[src/rtl/mc_ctrl_pkg.sv]
// Shared encodings for the multi-cycle MIPS control unit: opcodes, funct
// codes, FSM state codes and the datapath select/ALU control encodings.
package mc_ctrl_pkg;

    // Opcodes (instruction[31:26])
    localparam logic [5:0] OP_RTYPE = 6'b000000;
    localparam logic [5:0] OP_LW    = 6'b100011;
    localparam logic [5:0] OP_SW    = 6'b101011;
    localparam logic [5:0] OP_BEQ   = 6'b000100;
    localparam logic [5:0] OP_ADDI  = 6'b001000;
    localparam logic [5:0] OP_J     = 6'b000010;

    // R-type funct codes (instruction[5:0])
    localparam logic [5:0] FN_ADD = 6'b100000;
    localparam logic [5:0] FN_SUB = 6'b100010;
    localparam logic [5:0] FN_AND = 6'b100100;
    localparam logic [5:0] FN_OR  = 6'b100101;
    localparam logic [5:0] FN_SLT = 6'b101010;

    // FSM state codes; these values are visible on the debug state port
    typedef enum logic [3:0] {
        S_FETCH   = 4'd0,
        S_DECODE  = 4'd1,
        S_MEMADR  = 4'd2,
        S_MEMRD   = 4'd3,
        S_MEMWB   = 4'd4,
        S_MEMWR   = 4'd5,
        S_REX     = 4'd6,
        S_RWB     = 4'd7,
        S_BEQEX   = 4'd8,
        S_ADDIEX  = 4'd9,
        S_ADDIWB  = 4'd10,
        S_JEX     = 4'd11,
        S_ILLEGAL = 4'd15
    } state_t;

    // ALU B input select
    localparam logic [1:0] SRCB_REGB    = 2'b00;
    localparam logic [1:0] SRCB_FOUR    = 2'b01;
    localparam logic [1:0] SRCB_IMM     = 2'b10;
    localparam logic [1:0] SRCB_IMM_SL2 = 2'b11;

    // PC source select
    localparam logic [1:0] PCSRC_ALU    = 2'b00;
    localparam logic [1:0] PCSRC_ALUOUT = 2'b01;
    localparam logic [1:0] PCSRC_JUMP   = 2'b10;

    // ALU control encodings
    localparam logic [2:0] ALU_AND = 3'b000;
    localparam logic [2:0] ALU_OR  = 3'b001;
    localparam logic [2:0] ALU_ADD = 3'b010;
    localparam logic [2:0] ALU_SUB = 3'b110;
    localparam logic [2:0] ALU_SLT = 3'b111;

    // ALU operation class requested by the FSM
    localparam logic [1:0] ALUOP_ADD   = 2'b00;
    localparam logic [1:0] ALUOP_SUB   = 2'b01;
    localparam logic [1:0] ALUOP_FUNCT = 2'b10;

    // True for the two opcodes that go through the address-calculation state
    function automatic logic is_mem_op(input logic [5:0] opcode);
        return (opcode == OP_LW) || (opcode == OP_SW);
    endfunction

endpackage

[src/rtl/alu_decoder.sv]
// Combinational ALU decoder: maps the FSM's ALU operation class plus the
// R-type funct field to the 3-bit ALU control, and flags supported functs.
module alu_decoder
    import mc_ctrl_pkg::*;
(
    input  logic [1:0] aluop,
    input  logic [5:0] funct,
    output logic [2:0] alucontrol,
    output logic       funct_valid
);

    logic [2:0] funct_ctrl_s;

    // Translate the funct field and note whether it is a supported R-type op
    always_comb begin
        funct_ctrl_s = ALU_ADD;
        funct_valid  = 1'b0;
        case (funct)
            FN_ADD: begin funct_ctrl_s = ALU_ADD; funct_valid = 1'b1; end
            FN_SUB: begin funct_ctrl_s = ALU_SUB; funct_valid = 1'b1; end
            FN_AND: begin funct_ctrl_s = ALU_AND; funct_valid = 1'b1; end
            FN_OR:  begin funct_ctrl_s = ALU_OR;  funct_valid = 1'b1; end
            FN_SLT: begin funct_ctrl_s = ALU_SLT; funct_valid = 1'b1; end
            default: begin funct_ctrl_s = ALU_ADD; funct_valid = 1'b0; end
        endcase
    end

    // Select between fixed add/sub and the funct-derived operation
    always_comb begin
        alucontrol = ALU_ADD;
        case (aluop)
            ALUOP_ADD:   alucontrol = ALU_ADD;
            ALUOP_SUB:   alucontrol = ALU_SUB;
            ALUOP_FUNCT: alucontrol = funct_ctrl_s;
            default:     alucontrol = ALU_ADD;
        endcase
    end

endmodule

[src/rtl/mc_ctrl_fsm.sv]
// Multi-cycle MIPS control unit. A Moore FSM sequences the shared datapath
// (PC, single-port synchronous memory, IR, register file, ALU), inserting
// MEM_WAIT extra cycles wherever memory read data is consumed.
module mc_ctrl_fsm #(
    parameter int unsigned MEM_WAIT = 1
) (
    input  logic       clk,
    input  logic       clr_n,
    input  logic [5:0] op,
    input  logic [5:0] funct,
    input  logic       zero,
    output logic       pc_en,
    output logic       iord,
    output logic       memwrite,
    output logic       irwrite,
    output logic       regdst,
    output logic       memtoreg,
    output logic       regwrite,
    output logic       alusrca,
    output logic [1:0] alusrcb,
    output logic [1:0] pcsrc,
    output logic [2:0] alucontrol,
    output logic       instr_done,
    output logic       illegal,
    output logic [3:0] state
);

    import mc_ctrl_pkg::*;

    localparam logic [2:0] WAIT_MAX = 3'(MEM_WAIT);

    state_t     state_r;
    logic [2:0] wait_cnt_r;
    logic       wait_done_s;

    logic       pcwrite_s;
    logic       branch_s;
    logic       iord_s;
    logic       memwrite_s;
    logic       irwrite_s;
    logic       regdst_s;
    logic       memtoreg_s;
    logic       regwrite_s;
    logic       alusrca_s;
    logic [1:0] alusrcb_s;
    logic [1:0] pcsrc_s;
    logic [1:0] aluop_s;
    logic       done_s;
    logic       illegal_s;
    logic [2:0] alu_ctrl_s;
    logic       funct_valid_s;

    assign wait_done_s = (wait_cnt_r == WAIT_MAX);

    alu_decoder u_alu_decoder (
        .aluop       (aluop_s),
        .funct       (funct),
        .alucontrol  (alu_ctrl_s),
        .funct_valid (funct_valid_s)
    );

    // State register and memory wait counter; the counter is always zero on
    // entry to FETCH/MEMRD because every exit from those states clears it
    always_ff @(posedge clk or negedge clr_n) begin
        if (!clr_n) begin
            state_r    <= S_FETCH;
            wait_cnt_r <= 3'd0;
        end else begin
            case (state_r)
                S_FETCH: begin
                    if (wait_done_s) begin
                        wait_cnt_r <= 3'd0;
                        state_r    <= S_DECODE;
                    end else begin
                        wait_cnt_r <= wait_cnt_r + 3'd1;
                    end
                end
                S_DECODE: begin
                    wait_cnt_r <= 3'd0;
                    case (op)
                        OP_LW, OP_SW: state_r <= S_MEMADR;
                        OP_RTYPE:     state_r <= funct_valid_s ? S_REX : S_ILLEGAL;
                        OP_BEQ:       state_r <= S_BEQEX;
                        OP_ADDI:      state_r <= S_ADDIEX;
                        OP_J:         state_r <= S_JEX;
                        default:      state_r <= S_ILLEGAL;
                    endcase
                end
                S_MEMADR: begin
                    wait_cnt_r <= 3'd0;
                    if (op == OP_LW) begin
                        state_r <= S_MEMRD;
                    end else if (op == OP_SW) begin
                        state_r <= S_MEMWR;
                    end else begin
                        state_r <= S_ILLEGAL;
                    end
                end
                S_MEMRD: begin
                    if (wait_done_s) begin
                        wait_cnt_r <= 3'd0;
                        state_r    <= S_MEMWB;
                    end else begin
                        wait_cnt_r <= wait_cnt_r + 3'd1;
                    end
                end
                S_REX: begin
                    wait_cnt_r <= 3'd0;
                    state_r    <= S_RWB;
                end
                S_ADDIEX: begin
                    wait_cnt_r <= 3'd0;
                    state_r    <= S_ADDIWB;
                end
                S_MEMWB, S_MEMWR, S_RWB, S_BEQEX, S_ADDIWB, S_JEX: begin
                    wait_cnt_r <= 3'd0;
                    state_r    <= S_FETCH;
                end
                S_ILLEGAL: begin
                    wait_cnt_r <= 3'd0;
                    state_r    <= S_ILLEGAL;
                end
                default: begin
                    wait_cnt_r <= 3'd0;
                    state_r    <= S_ILLEGAL;
                end
            endcase
        end
    end

    // Moore output decode from the current state and wait counter
    always_comb begin
        pcwrite_s  = 1'b0;
        branch_s   = 1'b0;
        iord_s     = 1'b0;
        memwrite_s = 1'b0;
        irwrite_s  = 1'b0;
        regdst_s   = 1'b0;
        memtoreg_s = 1'b0;
        regwrite_s = 1'b0;
        alusrca_s  = 1'b0;
        alusrcb_s  = SRCB_REGB;
        pcsrc_s    = PCSRC_ALU;
        aluop_s    = ALUOP_ADD;
        done_s     = 1'b0;
        illegal_s  = 1'b0;
        case (state_r)
            S_FETCH: begin
                alusrcb_s = SRCB_FOUR;
                if (wait_done_s) begin
                    irwrite_s = 1'b1;
                    pcwrite_s = 1'b1;
                    pcsrc_s   = PCSRC_ALU;
                end else begin
                    irwrite_s = 1'b0;
                    pcwrite_s = 1'b0;
                end
            end
            S_DECODE: begin
                alusrcb_s = SRCB_IMM_SL2;
            end
            S_MEMADR: begin
                alusrca_s = 1'b1;
                alusrcb_s = SRCB_IMM;
            end
            S_MEMRD: begin
                iord_s = 1'b1;
            end
            S_MEMWB: begin
                memtoreg_s = 1'b1;
                regwrite_s = 1'b1;
                done_s     = 1'b1;
            end
            S_MEMWR: begin
                iord_s     = 1'b1;
                memwrite_s = 1'b1;
                done_s     = 1'b1;
            end
            S_REX: begin
                alusrca_s = 1'b1;
                alusrcb_s = SRCB_REGB;
                aluop_s   = ALUOP_FUNCT;
            end
            S_RWB: begin
                regdst_s   = 1'b1;
                regwrite_s = 1'b1;
                done_s     = 1'b1;
            end
            S_BEQEX: begin
                alusrca_s = 1'b1;
                alusrcb_s = SRCB_REGB;
                aluop_s   = ALUOP_SUB;
                branch_s  = 1'b1;
                pcsrc_s   = PCSRC_ALUOUT;
                done_s    = 1'b1;
            end
            S_ADDIEX: begin
                alusrca_s = 1'b1;
                alusrcb_s = SRCB_IMM;
            end
            S_ADDIWB: begin
                regwrite_s = 1'b1;
                done_s     = 1'b1;
            end
            S_JEX: begin
                pcsrc_s   = PCSRC_JUMP;
                pcwrite_s = 1'b1;
                done_s    = 1'b1;
            end
            S_ILLEGAL: begin
                illegal_s = 1'b1;
            end
            default: begin
                illegal_s = 1'b0;
            end
        endcase
    end

    // Reset forces every control output low without waiting for a clock edge
    assign pc_en      = clr_n & (pcwrite_s | (branch_s & zero));
    assign iord       = clr_n & iord_s;
    assign memwrite   = clr_n & memwrite_s;
    assign irwrite    = clr_n & irwrite_s;
    assign regdst     = clr_n & regdst_s;
    assign memtoreg   = clr_n & memtoreg_s;
    assign regwrite   = clr_n & regwrite_s;
    assign alusrca    = clr_n & alusrca_s;
    assign alusrcb    = {2{clr_n}} & alusrcb_s;
    assign pcsrc      = {2{clr_n}} & pcsrc_s;
    assign alucontrol = {3{clr_n}} & alu_ctrl_s;
    assign instr_done = clr_n & done_s;
    assign illegal    = clr_n & illegal_s;
    assign state      = state_r;

endmodule

[config.mk]
export PLATFORM = sky130hd
export DESIGN_NAME = mc_ctrl_fsm
export DESIGN_NICKNAME = d
export VERILOG_FILES = /design/src/rtl/mc_ctrl_pkg.sv /design/src/rtl/alu_decoder.sv /design/src/rtl/mc_ctrl_fsm.sv
export SDC_FILE = /design/constraint.sdc
export NUM_CORES = 1
export LEC_CHECK = 0
export CAP_MARGIN = 15
export CORE_MARGIN = 10
export CORE_UTILIZATION = 30
export CTS_BUF_LIST = sky130_fd_sc_hd__clkbuf_4
export DETAILED_ROUTE_END_ITERATION = 8
export PLACE_DENSITY_LB_ADDON = 0.3
export SLEW_MARGIN = 40
export SYNTH_ARGS = -nofsm -noshare
export SYNTH_HDL_FRONTEND = slang
export SYNTH_SLANG_ARGS = --single-unit
export TNS_END_PERCENT = 30
[constraint.sdc]
create_clock -name clk -period 3.5 [get_ports clk]
set_input_delay 0.35 -clock clk [delete_from_list [all_inputs] [get_ports clk]]
set_output_delay 0.35 -clock clk [all_outputs]
set_load 0.05 [all_outputs]
======== After elaboration in Yosys (flattened, before gate mapping) ========
Index checks and enable logic that the tools add are counted.
storage, ports and cells
  register bits after elaboration ......... 7
  bits in latches ......................... 0
  RAM bits ................................ 0
  ROM bits ................................ 0
  output and inout port bits .............. 21
  memories ................................ 0
cells by class
  $add $sub $neg .......................... 1
  multipliers ............................. 0
  divide/modulo/power cells ............... 0
  $lt $le $gt $ge ......................... 0
  equal/unequal tests ..................... 27
  shift operators ......................... 0
  mux-type cells .......................... 27
  bitwise logic cells ..................... 15
  reductions and logical operators ........ 11
operator list
  operator                                        count
  == test 6 bit (second input constant)           7
  case mux 4 bit (7 select lines)                 1
  == test 4 bit (second input constant)           5
  two-way mux 4 bit                               5
  case mux 4 bit (5 select lines)                 1
  == test 4 x 3 -> 1 bit (second input constant)  4
  two-way mux 1 bit                               12
  case mux 3 bit (4 select lines)                 1
  bitwise AND 1 bit                               11
  == test 4 x 2 -> 1 bit (second input constant)  2
  case mux 2 bit (2 select lines)                 2
  OR reduction 2 bit                              4
  == test 6 x 2 -> 1 bit (second input constant)  1
  == test 6 x 3 -> 1 bit (second input constant)  1
  == test 6 x 4 -> 1 bit (second input constant)  1
  logical NOT 6 bit                               1
  two-way mux 3 bit                               2
  case mux 2 bit (3 select lines)                 1
  case mux 3 bit (2 select lines)                 1
  OR reduction 6 bit                              1
  OR reduction 5 bit                              1
  bitwise AND 2 bit                               2
  == test 4 x 1 -> 1 bit (second input constant)  1
  logical NOT 4 bit                               1
  other kinds (11)                                12

======== Logic depth before layout (Yosys ltp) ========
Gate-level depths: netlist (run 1).
  depth in word-level cells ............... 6
  gate-level depth with buffers ........... 7

======== Hierarchy ========
A second synthesis (run 1) with hierarchy kept.
second synthesis, totals
  cell total of the unflattened synthesis .. 116
  area total of the unflattened synthesis .. 895.9 um2
modules (own cells, without submodules)
  module       instances  cells each  area each (um2)  seq. area each (um2)
  mc_ctrl_fsm  1          98          728.2            175.2
  alu_decoder  1          18          167.7            0.0

======== Worst setup path after synthesis (run 1) ========
Ideal clock, no wire load.
  kind .................................... register to output
  from .................................... reg state_r[3], in the netlist state[3]
  to ...................................... out alucontrol[0]
  arrival ................................. 2.690 ns
  required time ........................... 3.150 ns
  path slack .............................. 0.460 ns
  stages on the path, launching flop included .. 7
  path through ............................ dfrtp_1 > buf_2 > nor2b_1 > nand2_1 > ha_1 > nand2_1 > nor3_1
between the ends
  cells in the longest elaborated chain, start to end .. 5
  elaborated cells on any way between the ends .. 7
  those cells by class .................... eq/ne: 4; mux: 2; bitwise: 1
RTL lines
  element                                                         line                text
  start, declared                                                 mc_ctrl_fsm.sv:32   state_t state_r;
  start signal, assigned                                          mc_ctrl_fsm.sv:82   OP_RTYPE: state_r <= funct_valid_s ? S_REX : S_ILLEGAL;
  == test 4 bit / == test 4 x 3 -> 1 bit (equally long branches)  mc_ctrl_fsm.sv:147  case (state_r)
  case mux 2 bit (2 select lines) *                               mc_ctrl_fsm.sv:147
  == test 2 bit / == test 2 x 1 -> 1 bit (equally long branches)  alu_decoder.sv:31   case (aluop)
  case mux 3 bit (2 select lines) *                               alu_decoder.sv:31
  bitwise AND 3 bit *                                             mc_ctrl_fsm.sv:230  assign alucontrol = {3{clr_n}} & alu_ctrl_s;
  end, declared                                                   mc_ctrl_fsm.sv:22   output logic [2:0] alucontrol,
Mark *: on every way between the ends. The rest lies on a longest branch, timed or not.

======== Worst setup path after layout (run 1) ========
  from .................................... reg state_r[1], in the netlist state[1]
  to ...................................... out alucontrol[1]
Same word-level chain as after synthesis.

==> out/metrics.json, run 1 <==
{
  "drt": {
    "met3_wirelength_um": 156,
    "met2RoutedLength_mm": 1.36,
    "firstDrtPassIters": 4,
    "detail_route.wirelength.met1_mm": 1.09,
    "drc": 0,
    "initialDrtViolationCount": 41,
    "finalWirelength_mm": 2.63,
    "vias": 982,
    "detail-route-antenna-nets": 0,
    "detail_route.vias_per_cell": 5.31,
    "wire_per_inst_um": 14.2,
    "highest_layer_used_for_signal_routing": "met4"
  },
  "logic_synthesis": {
    "synth-edff-count": 0,
    "ys_async_sr_fraction_pct": 100,
    "synth_most_common_cell": "sky130_fd_sc_hd__nand2_1",
    "synth_sequential_area_ratio_pct": 20.9,
    "synthCells": 119,
    "netlist.area_leader.share_pct": 20.9,
    "synthTopCellsByArea": "sky130_fd_sc_hd__dfrtp_1, sky130_fd_sc_hd__nand2_1, sky130_fd_sc_hd__nor2_1",
    "post_synth.cell_area_avg_um2": 7.04,
    "postSynthRegisterBits": 7,
    "netlist_top_cells_count": "sky130_fd_sc_hd__nand2_1, sky130_fd_sc_hd__nor2_1, sky130_fd_sc_hd__dfrtp_1, sky130_fd_sc_hd__nand3_1",
    "yosysWarningCount": 0,
    "synth_flop_cell": "sky130_fd_sc_hd__dfrtp_1",
    "netlist_area_before_placement_um2": 838,
    "netlist.top_cell.by_area": "sky130_fd_sc_hd__dfrtp_1",
    "yosys.cell_types.count": 38,
    "mappedNetlistNets": 137
  },
  "sta": {
    "timing.final.max_slew_violations": 0,
    "relSlewSlack_pct": 63.6,
    "totalNegativeSetupSlack_ns": 0,
    "final_min_period_over_clock_period_pct": 90.1,
    "setup_viol": 0,
    "max_freq_mhz": 317,
    "rsz0062_at_grt": "false",
    "worst_slew_pin_slew_ns": 0.544,
    "worst_clock_skew_ns": 0.00318,
    "hold_violations": 0,
    "post-route-min-period_ns": 3.16
  },
  "pwr": {
    "p_per_area_nw_per_um2": 815,
    "power.ir.vdd_worst_v": 0.000460,
    "leakage_nw": 0.489
  },
  "global_route": {
    "antenna_found_initial": 0,
    "grt_pass1_vias": 993,
    "grt-ovfl-total": 0,
    "wire_length_of_the_first_global_routing_pass_mm": 4.42,
    "grt_max_degree": 18,
    "grt_usage_pct": 9.87
  },
  "worst_setup_path": {
    "crit_path_top_delay_cell": "sky130_fd_sc_hd__clkdlybuf4s50_1",
    "worst-path-buf-inv": 2,
    "critPathTopFamily": "buffers and inverters",
    "cp.depth": 7,
    "rr_endpoint": "state[2]$_DFFE_PN0P_",
    "cp_data_required_time_ns": 3.15,
    "cp-start-kind": "register",
    "setup.reg_to_reg.worst_slack_ns": 1.86,
    "max_stage_delay_ns": 0.82,
    "path_max_fanout": 17,
    "timing.rr.start": "state[2]$_DFFE_PN0P_",
    "crit_path_frequent_cell": "sky130_fd_sc_hd__a31oi_1",
    "reg2reg_depth": 3,
    "worst-setup-path-type": "register to primary output",
    "critPathCaptureType": "primary output",
    "cp.arrival_ns": 2.81,
    "timing.critical_path.cells": "nor2b_1 -> nand2_1 -> inv_1 -> ha_1 -> a31oi_1 -> a31oi_1 -> clkdlybuf4s50_1"
  },
  "placed_design": {
    "port-buffer-count": 35,
    "numPlacedInstances": 181,
    "dpl-instance-area_um2": 1210,
    "place_hpwl_mm": 2.08,
    "routability_cong": 0.853
  },
  "floorplanning": {
    "fp.dieW_um": 72.9,
    "floorplan.die_area_um2": 5310,
    "starting_utilization_of_the_core_area_pct": 30.9,
    "die-height_um": 72.9,
    "floorplan.core_area_um2": 2710,
    "io-pin-count": 36,
    "fp-row-count": 19
  },
  "run_status": {
    "outcome": "finished clean"
  },
  "min_path": {
    "holdCritPathClass": "input port to asynchronous set/reset pin"
  },
  "finish": {
    "fin_area_um2": 1240,
    "layout.area.seq_um2": 175,
    "final_layout_size_suffix_gt1_share_pct": 5.19,
    "number_of_fillers_in_the_final_layout": 296,
    "diodes": 0,
    "nNetsFinal": 173,
    "layout.cells.non_filler": 185,
    "multi_input_area_um2": 623,
    "area_growth_syn_to_layout_pct": 47.9
  },
  "cts": {
    "numClockSinks": 7,
    "tritoncts": "built",
    "clock-root-buffer": "sky130_fd_sc_hd__clkbuf_4",
    "cts.repair_timing.setup_buffer_count": 0,
    "h_tree_levels": 1,
    "cts_made_buffers": 3,
    "cts.reportedPaths.clkPinSlew_ns": 0.06,
    "cts_hold_repair.buffers": 0,
    "worst_skew_pair.late_latency_ns": 0.25,
    "clk_path_buf_depth": 2,
    "cts_repair_resize_count": 0
  },
  "job": {
    "drv.max_cap_violation_count": 0
  }
}
==> placed cells by master (no fill, tap or decap), types with 2 or more instances in the layout <==
master,count
sky130_fd_sc_hd__nand2b_1,5
sky130_fd_sc_hd__a22oi_1,2
sky130_fd_sc_hd__clkdlybuf4s50_1,35
sky130_fd_sc_hd__clkbuf_4,4
sky130_fd_sc_hd__a21o_1,3
sky130_fd_sc_hd__inv_1,6
sky130_fd_sc_hd__nand2_1,18
sky130_fd_sc_hd__nor2_1,16
sky130_fd_sc_hd__a31oi_1,3
sky130_fd_sc_hd__a21oi_1,5
sky130_fd_sc_hd__o22a_1,2
sky130_fd_sc_hd__nor3_1,6
sky130_fd_sc_hd__xnor2_1,2
sky130_fd_sc_hd__nand3_1,7
sky130_fd_sc_hd__nor2b_1,6
sky130_fd_sc_hd__ha_1,3
sky130_fd_sc_hd__mux2i_1,2
sky130_fd_sc_hd__xor2_1,2
sky130_fd_sc_hd__dfrtp_1,7
sky130_fd_sc_hd__nor3b_1,2
==> stage by stage <==
step                      total power (W)  hold slack (ns)  setup WS [ns]  util (%)
after floorplan                  0.000709           0.0544          0.460         -
after global placement           0.000922            0.491          0.646      44.6
after detailed placement         0.000930            0.513          0.642      44.6
after CTS                         0.00102            0.455          0.341      45.8
after global routing              0.00109            0.486          0.113      45.8
final                             0.00101            0.453          0.345      45.8
==> routing by layer <==
metal	vias to the layer above	track usage, %
li1	499	-
met1	461	10.9
met2	20	17.1
met3	2	2.59
met4	0	4.43
met5	-	0
==> area by class of cell <==
class | count | share of cell area, %
sequential | 7 | 14.1
inverter | 6 | 1.82
tap | 31 | 3.13
multi-input combinational | 102 | 50.3
clock buffer | 4 | 2.42
timing repair buffer | 35 | 28.3
==> flip-flops by register name, summed over array words and instances (netlist names) <==
register	flops
state	4
wait_cnt_r	3
==> cells by family after synthesis <==
group	after synthesis	share of synthesized area, %
mux	3	3.73
flops	7	20.9
fa+ha+maj	3	4.48
simple gates	65	38.1
compound gates	27	23.9
xor+xnor	4	4.18
buf+inv	10	4.78
==> power by group <==
part / leakage, nW / switching (W) / internal [W]
logic: 0.381 / 0.000443 / 0.000272
registers: 0.0900 / 0.000104 / 0.000108
clock network: 0.0184 / 0.0000314 / 0.0000514
total: 0.489 / 0.000579 / 0.000431
==> worst reg2reg max path: stages, from the launching register on <==
cell	delay, ns
sky130_fd_sc_hd__dfrtp_1	0.57
sky130_fd_sc_hd__nor2_1	0.43
sky130_fd_sc_hd__nand3_1	0.26
sky130_fd_sc_hd__o22a_1	0.27
==> worst max path at each step <==
stage	start	endpoint	slack (ns)
6_report	state[1]$_DFFE_PN0P_	alucontrol[1]	0.34
5_1_grt	state[1]$_DFFE_PN0P_	alucontrol[0]	0.11
4_1_cts	state[1]$_DFFE_PN0P_	alucontrol[1]	0.34
3_5_place_dp	state[1]$_DFFE_PN0P_	alucontrol[1]	0.64
3_3_place_gp	state[1]$_DFFE_PN0P_	alucontrol[0]	0.65
2_1_floorplan	state[3]$_DFFE_PN0P_	alucontrol[0]	0.46
Power figures use the tool's default switching activity.
==> run 2: changes to the inputs <==
--- a/config.mk
+++ b/config.mk
@@ -10,7 +10,7 @@
 export CORE_UTILIZATION = 30
 export CTS_BUF_LIST = sky130_fd_sc_hd__clkbuf_4
 export DETAILED_ROUTE_END_ITERATION = 8
-export PLACE_DENSITY_LB_ADDON = 0.3
+export PLACE_DENSITY = 0.71
 export SLEW_MARGIN = 40
 export SYNTH_ARGS = -nofsm -noshare
 export SYNTH_HDL_FRONTEND = slang
==> out/metrics.json, run 2 (synthesis results as in run 1) <==
{
  "global_route": {
    "antenna_found_initial": {"value": 0, "change": "unchanged"},
    "wire_length_of_the_first_global_routing_pass": {"value": 4.22, "unit": "mm", "change": "-4.7%"},
    "grt-ovfl-total": {"value": 0, "change": "unchanged"},
    "grt_max_degree": {"value": 18, "change": "unchanged"},
    "grt_pass1_vias": {"value": 918, "change": "-7.6%"},
    "grt_usage": {"value": 9.61, "unit": "%", "change": "-0.26 points"}
  },
  "cts": {
    "cts.repair_timing.setup_buffer_count": {"value": 0, "change": "unchanged"},
    "worst_skew_pair.late_latency": {"value": 0.25, "unit": "ns", "change": "about the same"},
    "clock-root-buffer": "sky130_fd_sc_hd__clkbuf_4",
    "cts.reportedPaths.clkPinSlew": {"value": 0.05, "unit": "ns", "change": "about the same"},
    "cts_repair_resize_count": {"value": 0, "change": "unchanged"},
    "numClockSinks": {"value": 7, "change": "unchanged"},
    "cts_made_buffers": {"value": 3, "change": "unchanged"},
    "cts_hold_repair.buffers": {"value": 0, "change": "unchanged"},
    "h_tree_levels": {"value": 1, "change": "unchanged"},
    "clk_path_buf_depth": {"value": 2, "change": "unchanged"},
    "tritoncts": "built"
  },
  "floorplanning": {
    "die-height": {"value": 72.9, "unit": "µm", "change": "unchanged"},
    "floorplan.core_area": {"value": 2710, "unit": "µm²", "change": "unchanged"},
    "fp-row-count": {"value": 19, "change": "unchanged"},
    "io-pin-count": {"value": 36, "change": "unchanged"},
    "fp.dieW": {"value": 72.9, "unit": "µm", "change": "unchanged"},
    "starting_utilization_of_the_core_area": {"value": 30.9, "unit": "%", "change": "unchanged"},
    "floorplan.die_area": {"value": 5310, "unit": "µm²", "change": "unchanged"}
  },
  "pwr": {
    "power.clock.fraction": {"value": 7.9, "unit": "%", "change": "-0.3 points"},
    "power.sequential.fraction": {"value": 21.1, "unit": "%", "change": "about the same"},
    "switching_power": {"value": 0.000579, "unit": "W", "change": "about the same"},
    "p_per_area": {"value": 815, "unit": "nW/µm²", "change": "about the same"},
    "combPwrFrac": {"value": 71.0, "unit": "%", "change": "+0.3 points"},
    "p_int": {"value": 0.000431, "unit": "W", "change": "about the same"},
    "leakage": {"value": 0.489, "unit": "nW", "change": "unchanged"},
    "power.ir.vdd_worst": {"value": 0.000632, "unit": "V", "change": "+37%"},
    "sw_frac_of_total": {"value": 57.3, "unit": "%", "change": "about the same"}
  },
  "finish": {
    "layout_commonest_cell": "sky130_fd_sc_hd__clkdlybuf4s50_1",
    "area_growth_syn_to_layout": {"value": 47.9, "unit": "%", "change": "unchanged"},
    "diodes": {"value": 0, "change": "unchanged"},
    "nNetsFinal": {"value": 173, "change": "unchanged"},
    "most_frequent_cells_in_the_layout": "sky130_fd_sc_hd__clkdlybuf4s50_1, sky130_fd_sc_hd__nand2_1, sky130_fd_sc_hd__nor2_1, sky130_fd_sc_hd__nand3_1, sky130_fd_sc_hd__dfrtp_1",
    "fin_area": {"value": 1240, "unit": "µm²", "change": "unchanged"},
    "final_layout_size_suffix_gt1_share": {"value": 5.19, "unit": "%", "change": "unchanged"},
    "number_of_flip_flops_under_the_largest_register_name": {"value": 4, "change": "unchanged"}
  },
  "sta": {
    "worst_slew_pin_slew": {"value": 0.537, "unit": "ns", "change": "-0.00673 ns"},
    "post-route-min-period": {"value": 3.14, "unit": "ns", "change": "-0.0143 ns"},
    "hold_violations": {"value": 0, "change": "unchanged"},
    "final_min_period_over_clock_period": {"value": 89.7, "unit": "%", "change": "-0.41 points"},
    "relSlewSlack": {"value": 64.2, "unit": "%", "change": "+0.56 points"},
    "worst_clock_skew": {"value": 0.000424, "unit": "ns", "change": "-0.00276 ns"},
    "max_freq": {"value": 318, "unit": "MHz", "change": "+0.45%"},
    "setup_viol": {"value": 0, "change": "unchanged"},
    "rsz0062_at_grt": "false",
    "totalNegativeSetupSlack": {"value": 0, "unit": "ns", "change": "unchanged"},
    "timing.final.max_slew_violations": {"value": 0, "change": "unchanged"},
    "final_setup_margin": {"value": 0.359, "unit": "ns", "change": "+0.0143 ns"}
  },
  "placed_design": {
    "place_hpwl": {"value": 2.13, "unit": "mm", "change": "+2.7%"},
    "dpl-instance-area": {"value": 1210, "unit": "µm²", "change": "unchanged"},
    "port-buffer-count": {"value": 35, "change": "unchanged"},
    "placement.setup.worst_slack": {"value": 0.633, "unit": "ns", "change": "-0.00899 ns"},
    "routability_cong": {"value": 0.907, "change": "+6.4%"}
  },
  "worst_setup_path": {
    "crit_path_top_delay_cell": "sky130_fd_sc_hd__clkdlybuf4s50_1",
    "cp.arrival": {"value": 2.79, "unit": "ns", "change": "-0.02 ns"},
    "cp_data_required_time": {"value": 3.15, "unit": "ns", "change": "about the same"},
    "critPathCaptureType": "primary output",
    "path_max_fanout": {"value": 17, "change": "unchanged"},
    "setup.reg_to_reg.worst_slack": {"value": 1.88, "unit": "ns", "change": "+0.02 ns"},
    "timing.critical_path.cells": "nor2b_1 -> nand2_1 -> ha_1 -> nand2_1 -> nor3_1 -> clkdlybuf4s50_1",
    "crit_path_frequent_cell": "sky130_fd_sc_hd__nand2_1",
    "cp-start-kind": "register",
    "max_stage_delay": {"value": 0.83, "unit": "ns", "change": "about the same"},
    "worst-setup-path-type": "register to primary output"
  },
  "drt": {
    "detail-route-antenna-nets": {"value": 0, "change": "unchanged"},
    "drc": {"value": 0, "change": "unchanged"},
    "finalWirelength": {"value": 2.63, "unit": "mm", "change": "-0.15%"},
    "vias": {"value": 1007, "change": "+2.5%"},
    "detail_route.vias_per_cell": {"value": 5.44, "change": "+2.5%"},
    "firstDrtPassIters": {"value": 4, "change": "unchanged"},
    "wire_per_inst": {"value": 14.2, "unit": "µm", "change": "-0.15%"},
    "initialDrtViolationCount": {"value": 61, "change": "+49%"}
  },
  "job": {
    "drv.max_cap_violation_count": {"value": 0, "change": "unchanged"}
  },
  "run_status": {
    "outcome": "finished clean"
  },
  "min_path": {
    "holdCritPathClass": "input port to asynchronous set/reset pin"
  }
}
==> run 2: cell counts in the layout (fill, tap and decap cells not counted) <==
No cell type changed its count.
==> run 2: worst paths after layout <==
kind / start / to / cells after the start
max: state[1]$_DFFE_PN0P_ / alucontrol[0] / 6
max reg2reg: state[2]$_DFFE_PN0P_ / state[2]$_DFFE_PN0P_ / 3
max in group asynchronous: clr_n / state[3]$_DFFE_PN0P_ / 1
min: clr_n / state[0]$_DFFE_PN0P_ / 1
min in group clk: wait_cnt_r[0]$_DFF_PN0_ / wait_cnt_r[0]$_DFF_PN0_ / 1
min reg2reg: wait_cnt_r[0]$_DFF_PN0_ / wait_cnt_r[0]$_DFF_PN0_ / 1
==> run 2: layout make-up <==
cell class / instances / area (µm²)
Clock buffer: 4 / 30.0
Timing Repair Buffer: 35 / 350
Multi-Input combinational cell: 102 / 623
Inverter: 6 / 22.5
Fill cell: 280 / 1470
Tap cell: 31 / 38.8
Sequential cell: 7 / 175
==> run 2: critical path, delay by kind of cell (launching register included) <==
kind	cells	cell delay (ns)
and+or+nand+nor	4	0.72
buffers and inverters	1	0.83
DFF	1	0.66
adders and majority gates	1	0.33
==> run 2: per-layer routing <==
layer	GRT usage, %	up-vias	share of wire [%]
met4	3.80	0	0.95
li1	-	496	-
met2	16.3	33	54
met1	11.0	474	38
met5	0	-	0
met3	2.86	4	7.0
==> run 2: power groups by stage <==
stage	combinational (W)	clock [W]	sequential, W
after floorplan	0.000487	0	0.000222
after global placement	0.000713	0	0.000205
after detailed placement	0.000717	0	0.000211
after CTS	0.000724	0.0000841	0.000210
after global routing	0.000773	0.0000918	0.000222
final	0.000717	0.0000796	0.000214
==> run 2: metrics by stage <==
| step | instances | utilization [%] | power [W] | hold slack, ns |
|---|---|---|---|---|
| 5_1_grt | 185 | 45.8 | 0.00109 | 0.453 |
| 6_report | 185 | 45.8 | 0.00101 | 0.440 |
| 2_1_floorplan | 119 | - | 0.000709 | 0.0544 |
| 4_1_cts | 185 | 45.8 | 0.00102 | 0.441 |
| 3_3_place_gp | 181 | 44.6 | 0.000918 | 0.487 |
| 3_5_place_dp | 181 | 44.6 | 0.000928 | 0.505 |
